$ cat src/rtl/region_proxy.sv
`default_nettype none
// ============================================================================
// Module   : region_proxy
// Function : Per-region request buffer, operator reconfiguration sequencer
//            and status-word generator for one reconfigurable region.
// Revision : 1.0  initial release
// ============================================================================
module region_proxy #(
    parameter int HTTP_META_WIDTH   = 98,
    parameter int OPERATOR_ID_WIDTH = 16,
    parameter int QDEPTH            = 16,
    parameter int MAX_INFLIGHT      = 4,
    parameter int LOAD_BITS         = $clog2(QDEPTH)
) (
    input  logic                           aclk,
    input  logic                           aresetn,

    input  logic [HTTP_META_WIDTH-1:0]     meta_in_tdata,
    input  logic                           meta_in_tvalid,
    output logic                           meta_in_tready,

    output logic [HTTP_META_WIDTH-1:0]     meta_out_tdata,
    output logic                           meta_out_tvalid,
    input  logic                           meta_out_tready,

    input  logic                           op_done,
    output logic                           reconfig_req,
    output logic [OPERATOR_ID_WIDTH-1:0]   reconfig_oid,
    input  logic                           reconfig_done,

    output logic [2*OPERATOR_ID_WIDTH-1:0] status_out,
    output logic                           err
);

    localparam int c_addr_w   = $clog2(QDEPTH);
    localparam int c_cnt_w    = c_addr_w + 1;
    localparam int c_ifl_w    = 4;
    localparam int c_sum_w    = ((c_cnt_w > c_ifl_w) ? c_cnt_w : c_ifl_w) + 1;
    localparam int c_load_max = (1 << LOAD_BITS) - 1;

    typedef enum logic [1:0] {
        S_IDLE     = 2'd0,
        S_ISSUE    = 2'd1,
        S_DRAIN    = 2'd2,
        S_RECONFIG = 2'd3
    } state_t;

    state_t                          r_state;
    state_t                          w_state_nxt;

    logic [HTTP_META_WIDTH-1:0]      r_mem [QDEPTH];
    logic [c_addr_w-1:0]             r_wr_ptr;
    logic [c_addr_w-1:0]             r_rd_ptr;
    logic [c_cnt_w-1:0]              r_count;
    logic [c_ifl_w-1:0]              r_in_flight;
    logic [OPERATOR_ID_WIDTH-1:0]    r_cur_oid;
    logic                            r_cur_valid;
    logic                            r_err;
    logic [2*OPERATOR_ID_WIDTH-1:0]  r_status;

    logic                            w_ready;
    logic                            w_push;
    logic                            w_pop;
    logic                            w_dec;
    logic                            w_empty;
    logic                            w_issue;
    logic                            w_reconfig;
    logic [HTTP_META_WIDTH-1:0]      w_head;
    logic [OPERATOR_ID_WIDTH-1:0]    w_head_oid;
    logic [c_sum_w-1:0]              w_sum;
    logic [LOAD_BITS-1:0]            w_load;
    logic [2*OPERATOR_ID_WIDTH-1:0]  w_status;

    assign w_ready    = (r_count < c_cnt_w'(QDEPTH));
    assign w_empty    = (r_count == '0);
    assign w_head     = r_mem[r_rd_ptr];
    assign w_head_oid = w_head[OPERATOR_ID_WIDTH-1:0];
    assign w_push     = meta_in_tvalid & w_ready;
    assign w_pop      = w_issue & meta_out_tready;
    // A completion with nothing outstanding is a protocol error, never a decrement.
    assign w_dec      = op_done & (r_in_flight != '0);

    // ---------------- FSM ----------------
    always_ff @(posedge aclk) begin
        if (!aresetn) begin
            r_state <= S_IDLE;
        end else begin
            r_state <= w_state_nxt;
        end
    end

    always_comb begin
        w_state_nxt = r_state;
        w_issue     = 1'b0;
        w_reconfig  = 1'b0;
        case (r_state)
            S_IDLE: begin
                if (!w_empty) begin
                    if (r_cur_valid && (w_head_oid == r_cur_oid)) begin
                        if (r_in_flight < c_ifl_w'(MAX_INFLIGHT)) begin
                            w_state_nxt = S_ISSUE;
                        end
                    end else begin
                        w_state_nxt = S_DRAIN;
                    end
                end
            end
            S_ISSUE: begin
                w_issue = 1'b1;
                if (meta_out_tready) begin
                    w_state_nxt = S_IDLE;
                end
            end
            S_DRAIN: begin
                if (r_in_flight == '0) begin
                    w_state_nxt = S_RECONFIG;
                end
            end
            S_RECONFIG: begin
                w_reconfig = 1'b1;
                if (reconfig_done) begin
                    w_state_nxt = S_ISSUE;
                end
            end
            default: w_state_nxt = S_IDLE;
        endcase
    end

    // ---------------- request buffer ----------------
    always_ff @(posedge aclk) begin
        if (w_push) begin
            r_mem[r_wr_ptr] <= meta_in_tdata;
        end
    end

    always_ff @(posedge aclk) begin
        if (!aresetn) begin
            r_wr_ptr <= '0;
            r_rd_ptr <= '0;
            r_count  <= '0;
        end else begin
            if (w_push) begin
                r_wr_ptr <= r_wr_ptr + c_addr_w'(1);
            end
            if (w_pop) begin
                r_rd_ptr <= r_rd_ptr + c_addr_w'(1);
            end
            case ({w_push, w_pop})
                2'b10:   r_count <= r_count + c_cnt_w'(1);
                2'b01:   r_count <= r_count - c_cnt_w'(1);
                default: r_count <= r_count;
            endcase
        end
    end

    // ---------------- in-flight, operator tracking, error ----------------
    always_ff @(posedge aclk) begin
        if (!aresetn) begin
            r_in_flight <= '0;
            r_cur_oid   <= '0;
            r_cur_valid <= 1'b0;
            r_err       <= 1'b0;
        end else begin
            case ({w_pop, w_dec})
                2'b10:   r_in_flight <= r_in_flight + c_ifl_w'(1);
                2'b01:   r_in_flight <= r_in_flight - c_ifl_w'(1);
                default: r_in_flight <= r_in_flight;
            endcase
            // The region is undefined while being rewritten; only done restores validity.
            if (r_state == S_RECONFIG) begin
                if (reconfig_done) begin
                    r_cur_oid   <= w_head_oid;
                    r_cur_valid <= 1'b1;
                end else begin
                    r_cur_valid <= 1'b0;
                end
            end
            if ((op_done && (r_in_flight == '0)) ||
                (reconfig_done && (r_state != S_RECONFIG))) begin
                r_err <= 1'b1;
            end
        end
    end

    // ---------------- status word ----------------
    always_comb begin
        w_sum    = c_sum_w'(r_count) + c_sum_w'(r_in_flight);
        w_load   = (w_sum > c_sum_w'(c_load_max)) ? '1 : LOAD_BITS'(w_sum);
        w_status = '0;
        w_status[LOAD_BITS-1:0]                    = w_load;
        w_status[LOAD_BITS +: OPERATOR_ID_WIDTH]   = r_cur_oid;
    end

    always_ff @(posedge aclk) begin
        if (!aresetn) begin
            r_status <= '0;
        end else begin
            r_status <= w_status;
        end
    end

    // ---------------- outputs ----------------
    assign meta_in_tready  = w_ready;
    assign meta_out_tvalid = w_issue;
    assign meta_out_tdata  = w_issue ? w_head : '0;
    assign reconfig_req    = w_reconfig;
    assign reconfig_oid    = w_reconfig ? w_head_oid : '0;
    assign status_out      = r_status;
    assign err             = r_err;

endmodule
`default_nettype wire

$ cat config.mk
export PLATFORM = sky130hd
export DESIGN_NAME = region_proxy
export DESIGN_NICKNAME = d
export VERILOG_FILES = /design/src/rtl/region_proxy.sv
export SDC_FILE = /design/constraint.sdc
export NUM_CORES = 1
export LEC_CHECK = 0
export ABC_AREA = 0
export ABC_CLOCK_PERIOD_IN_PS = 11900
export CAP_MARGIN = 30
export CORE_UTILIZATION = 56
export CTS_BUF_LIST = sky130_fd_sc_hd__clkbuf_8
export CTS_CLUSTER_SIZE = 8
export DETAILED_ROUTE_END_ITERATION = 6
export DONT_BUFFER_PORTS = 1
export GPL_ROUTABILITY_DRIVEN = 0
export HOLD_SLACK_MARGIN = 0.03
export PLACE_DENSITY = 0.71
export SYNTH_ARGS = -nofsm -noshare
export SYNTH_HDL_FRONTEND = slang
export SYNTH_SLANG_ARGS = --single-unit
$ cat constraint.sdc
create_clock -name aclk -period 11.9 [get_ports aclk]
set_input_delay 1.785 -clock aclk [delete_from_list [all_inputs] [get_ports aclk]]
set_output_delay 1.785 -clock aclk [all_outputs]
set_load 0.005 [all_outputs]
After elaboration in Yosys (flattened, before gate mapping)
Memories as Yosys holds them, arrays and structs flattened. A register that Yosys moved wholly into a read port is not among the register bits.
Cells that the tools add are included.

cells by class
  magnitude comparators = 3
  mux-type cells = 19
  equal/unequal tests = 14
  bitwise logic cells = 3
  reduce and logical (&&, ||, !) cells = 12
  $add $sub $neg = 7

operators with widths
  cell                   count
  $mux W98               1
  $eq A16 B16 Y1         1
  $mux W16               1
  $add A4 B1 Y4 const B  3
  $mux W2                6
  $mux W4                3
  $ne A2 B2 Y1 const B   5
  $pmux W5 S2            1
  $eq A2 B2 Y1 const B   4
  $pmux W2 S4            1
  $pmux W4 S2            1
  $add A5 B4 Y6          1
  $eq A2 B1 Y1 const B   3
  $gt A6 B4 Y1 const B   1
  $add A5 B1 Y5 const B  1
  $logic_not A5 Y1       1
  $lt A5 B5 Y1 const B   1
  $mux W1                5
  $reduce_and A5 Y1      1
  $sub A5 B1 Y5 const B  1
  $logic_not A4 Y1       1
  $lt A4 B3 Y1 const B   1
  $reduce_bool A2 Y1     2
  $reduce_bool A4 Y1     1
  7 further kinds        11

word-level totals
  memory bits (writable) = 1568
  register bits after elaboration = 69
  bits of input ports = 104
  word-level logic and storage cells = 69
  memories = 1
  output and inout bits = 150

memory list
  memory  words  width  read ports  clocked after Yosys merged registers in  wr ports  line  text
  r_mem   16     98     1           1                                        1         51    logic [HTTP_META_WIDTH-1:0] r_mem [QDEPTH];

Logic depth before layout (Yosys ltp)
  word-level depth = 5
  depth in mapped cells = 14
  depth with buffers taken out = 13

Least setup slack after synthesis
Ideal clock, no wire load.

  kind = input -> register
  start point = input meta_in_tvalid
  end point = memory r_mem[3][0], enable pin
  required time = 11225 ps
  library setup time = 675 ps
  data arrival time = 8980 ps
  cell stages on the path = 4
  slack = 2246 ps
  buffers on the path = 1
  path through = nor2b_1 -> clkbuf_1 -> nand2_1 -> nor3_1

on the way
  cells in the longest elaborated chain, start to end = 3

ends and longest elaborated chain
  what                           line  text
  from (decl)                    19    input logic meta_in_tvalid,
  $and A1 B1 Y1                  78    assign w_push = meta_in_tvalid & w_ready;
  $mux W1                        131   if (w_push) begin
  $mux W1 (not written as such)  132   r_mem[r_wr_ptr] <= meta_in_tdata;
  to (decl)                      51

No other way between the ends.

==> flow_metrics.py <==
metrics = {
    "timing": {
        "rsz0062_at_grt": "no",
        "setup_viol": 0,
        "fin_skew_ps": 53.2,
        "max_clock_freq_mhz": 149,
        "fin_tns_setup_ps": 0,
        "period_needed_ps": 6710,
        "hold_viol_final": 0,
        "worstMarginPinSlew_ps": 1210,
        "fin_crit_sh_pct": 56.4,
        "maxSlewViolCount": 0,
        "max_slew_margin_pct": 19.6,
    },
    "detailed_routing": {
        "dr.pass1.iters": 5,
        "routedWlPerCell_um": 30.2,
        "ant_nets": 0,
        "post-route-drc-count": 0,
        "routed-via-count": 28900,
        "viasPerCell": 6.27,
        "drtIter0Drc": 2850,
        "wl_um": 139000,
    },
    "cells_and_area": {
        "fin_nets": 3080,
        "drive_gt1_share_pct": 27.8,
        "layout_commonest_cell": "edfxtp_1",
        "final_cell_mix": "edfxtp_1, mux4_2, clkbuf_8",
        "num-fill-cells": 7419,
        "postLayoutCoreUtil_pct": 62.6,
        "syn_to_final_growth_pct": 10.5,
    },
    "floorplanning": {
        "io_pins": 254,
        "fp.dieArea_um2": 114000,
        "dieHeight_um": 337,
        "core.rowCount": 122,
        "fp.coreArea_um2": 111000,
        "die_w_um": 337,
        "start_util_pct": 56.6,
    },
    "clocking": {
        "cts_resized": 0,
        "cts_tree": "done",
        "h-tree-depth": 5,
        "clockBufferDepth": 4,
        "cts.clk_slew.worst_paths_ps": 60,
        "cts.sinks": 1629,
        "cts-buffers-inserted": 281,
        "cts_root_buf": "clkbuf_8",
        "post_cts_buffers": 0,
        "hold_buffers": 0,
        "insertion_delay_ps": 940,
    },
    "worst_setup_path": {
        "reg2reg_setup_slack_ps": 7590,
        "cp.buffers_inverters": 2,
        "worstSetupPathType": "register to output port",
        "critPathMaxStageDelay_ps": 920,
        "start_kind": "register",
        "crit_path_end_kind": "output port",
        "arrival_ps": 4920,
        "cp_cell_sequence": "buf_12 -> buf_12 -> mux4_2 -> mux4_2 -> and2_1",
        "critical-path-top-delay-family": "buffers and inverters",
        "crit_path_top_delay_cell": "dfxtp_4",
        "cp_max_fo": 120,
        "cp.required_ps": 10120,
    },
    "synth": {
        "netlist_instances": 2755,
        "ys_ff_latch": 1629,
        "avgSynthCellArea_um2": 22.8,
        "synth_area_leaders": "edfxtp_1, mux4_2, dfxtp_1",
        "yosys_warnings": 0,
        "ys.flop_type": "edfxtp_1",
        "ys_types": 63,
        "synth_edf_count": 1568,
        "syn_area_um2": 62800,
        "seq_area_frac_synth_pct": 76.9,
        "async_flop_share_pct": 0,
        "synth_top_cell_area_share_pct": 74.9,
        "synth_top_cell_by_area": "edfxtp_1",
    },
    "global_routing": {
        "grt_usage_pct": 25.1,
        "antenna_found_initial": 3,
        "grt_pass1_vias": 30700,
        "grt_max_degree": 171,
        "grt_overflow_total": 0,
        "grt_pass1_wl_um": 203000,
    },
    "pwr": {
        "powerDensity_nw_per_um2": 171,
        "ir_drop_mv": 0.137,
        "p_leak_nw": 21.8,
    },
    "placed_design": {
        "hpwlAfterDp_um": 71200,
        "port_buffers": 0,
    },
    "hold_path": {
        "hold_path.class": "register to register",
    },
    "run_status": {
        "outcome": "complete, no violations",
    },
    "run": {
        "drv_cap": 0,
    },
}
flip-flops by register name, summed over array words and instances (netlist names), named ones only:
register	flops
r_wr_ptr	4
r_rd_ptr	4
r_count	5
status_out	20
err	1
r_cur_oid	16
r_mem	1568
r_cur_valid	1
r_in_flight	4
r_state	2
metal layers:
metal	track usage [%]	share of wire, %
met5	0	0
met4	6.65	1.7
met3	6.16	8.5
met2	41.7	51
met1	33.5	39
power by group:
group / switching (W) / leakage [nW] / internal (W)
clock network: 0.00206 / 2.71 / 0.00225
logic: 0.000557 / 4.44 / 0.000531
registers: 0.0000615 / 14.7 / 0.00640
final cells by class:
cell class                      instances  area, um^2  area share (%)
Clock inverter                        148         622           0.896
Antenna cell                            2        5.00         0.00721
Clock buffer                          291        4010            5.77
Timing Repair Buffer                   63         708            1.02
Tap cell                             1488        1860            2.68
Inverter                               25         100           0.144
Multi-Input combinational cell        957       13800            19.9
Sequential cell                      1629       48300            69.6
stage by stage:
| stage | hold WS [ps] | area [um^2] | power (W) | setup slack [ps] | cells |
|---|---|---|---|---|---|
| finish | 491 | 69400 | 0.0119 | 5190 | 4603 |
| floorplan | 464 | 62900 | 0.00743 | 2250 | 2766 |
| global route | 525 | 69400 | 0.0123 | 4780 | 4602 |
| global placement | 483 | 64600 | 0.00766 | 6090 | 4153 |
| detailed placement | 483 | 64800 | 0.00769 | 6000 | 4161 |
| CTS | 492 | 69400 | 0.0120 | 5010 | 4600 |
tightest hold or removal path: stages, from the launching register on:
cell and delay (ps):
dfxtp_1 320, nand2_1 50, a21boi_0 60
synth_stat cells (10+ instances only):
| library cell | number |
|---|---|
| edfxtp_1 | 1568 |
| mux4_2 | 458 |
| and2_1 | 123 |
| buf_2 | 63 |
| nor2_1 | 63 |
| dfxtp_1 | 61 |
| clkbuf_1 | 59 |
| nand2_1 | 51 |
| mux2i_1 | 38 |
| inv_1 | 25 |
| a21oi_1 | 20 |
| buf_4 | 20 |
| o21ai_0 | 18 |
| xnor2_1 | 17 |
| ha_1 | 16 |
| xor2_1 | 14 |
| mux2_2 | 11 |
| a21boi_0 | 10 |
| nor2b_1 | 10 |
cell families after synthesis:
logic type                 count (synthesis)  synth area share (%)
AOI/OAI and AO/OA                         99                  1.13
xor gates and xnor gates                  31                 0.432
adders and majority gates                 19                 0.414
buffers and inverters                    180                  1.39
DFF                                     1629                  76.9
muxes                                    511                  17.4
other                                      1               0.00597
and+or+nand+nor                          285                  2.40
final timing paths:
check / from / cells past startpoint / endpoint
max: register / 5 / meta_out_tdata[73]
min: r_cur_oid[9] / 2 / r_cur_oid[9]
max reg2reg: register / 8 / r_state[1]
min reg2reg: r_cur_oid[9] / 2 / r_cur_oid[9]
No activity file was read; power rests on OpenSTA's default activity.
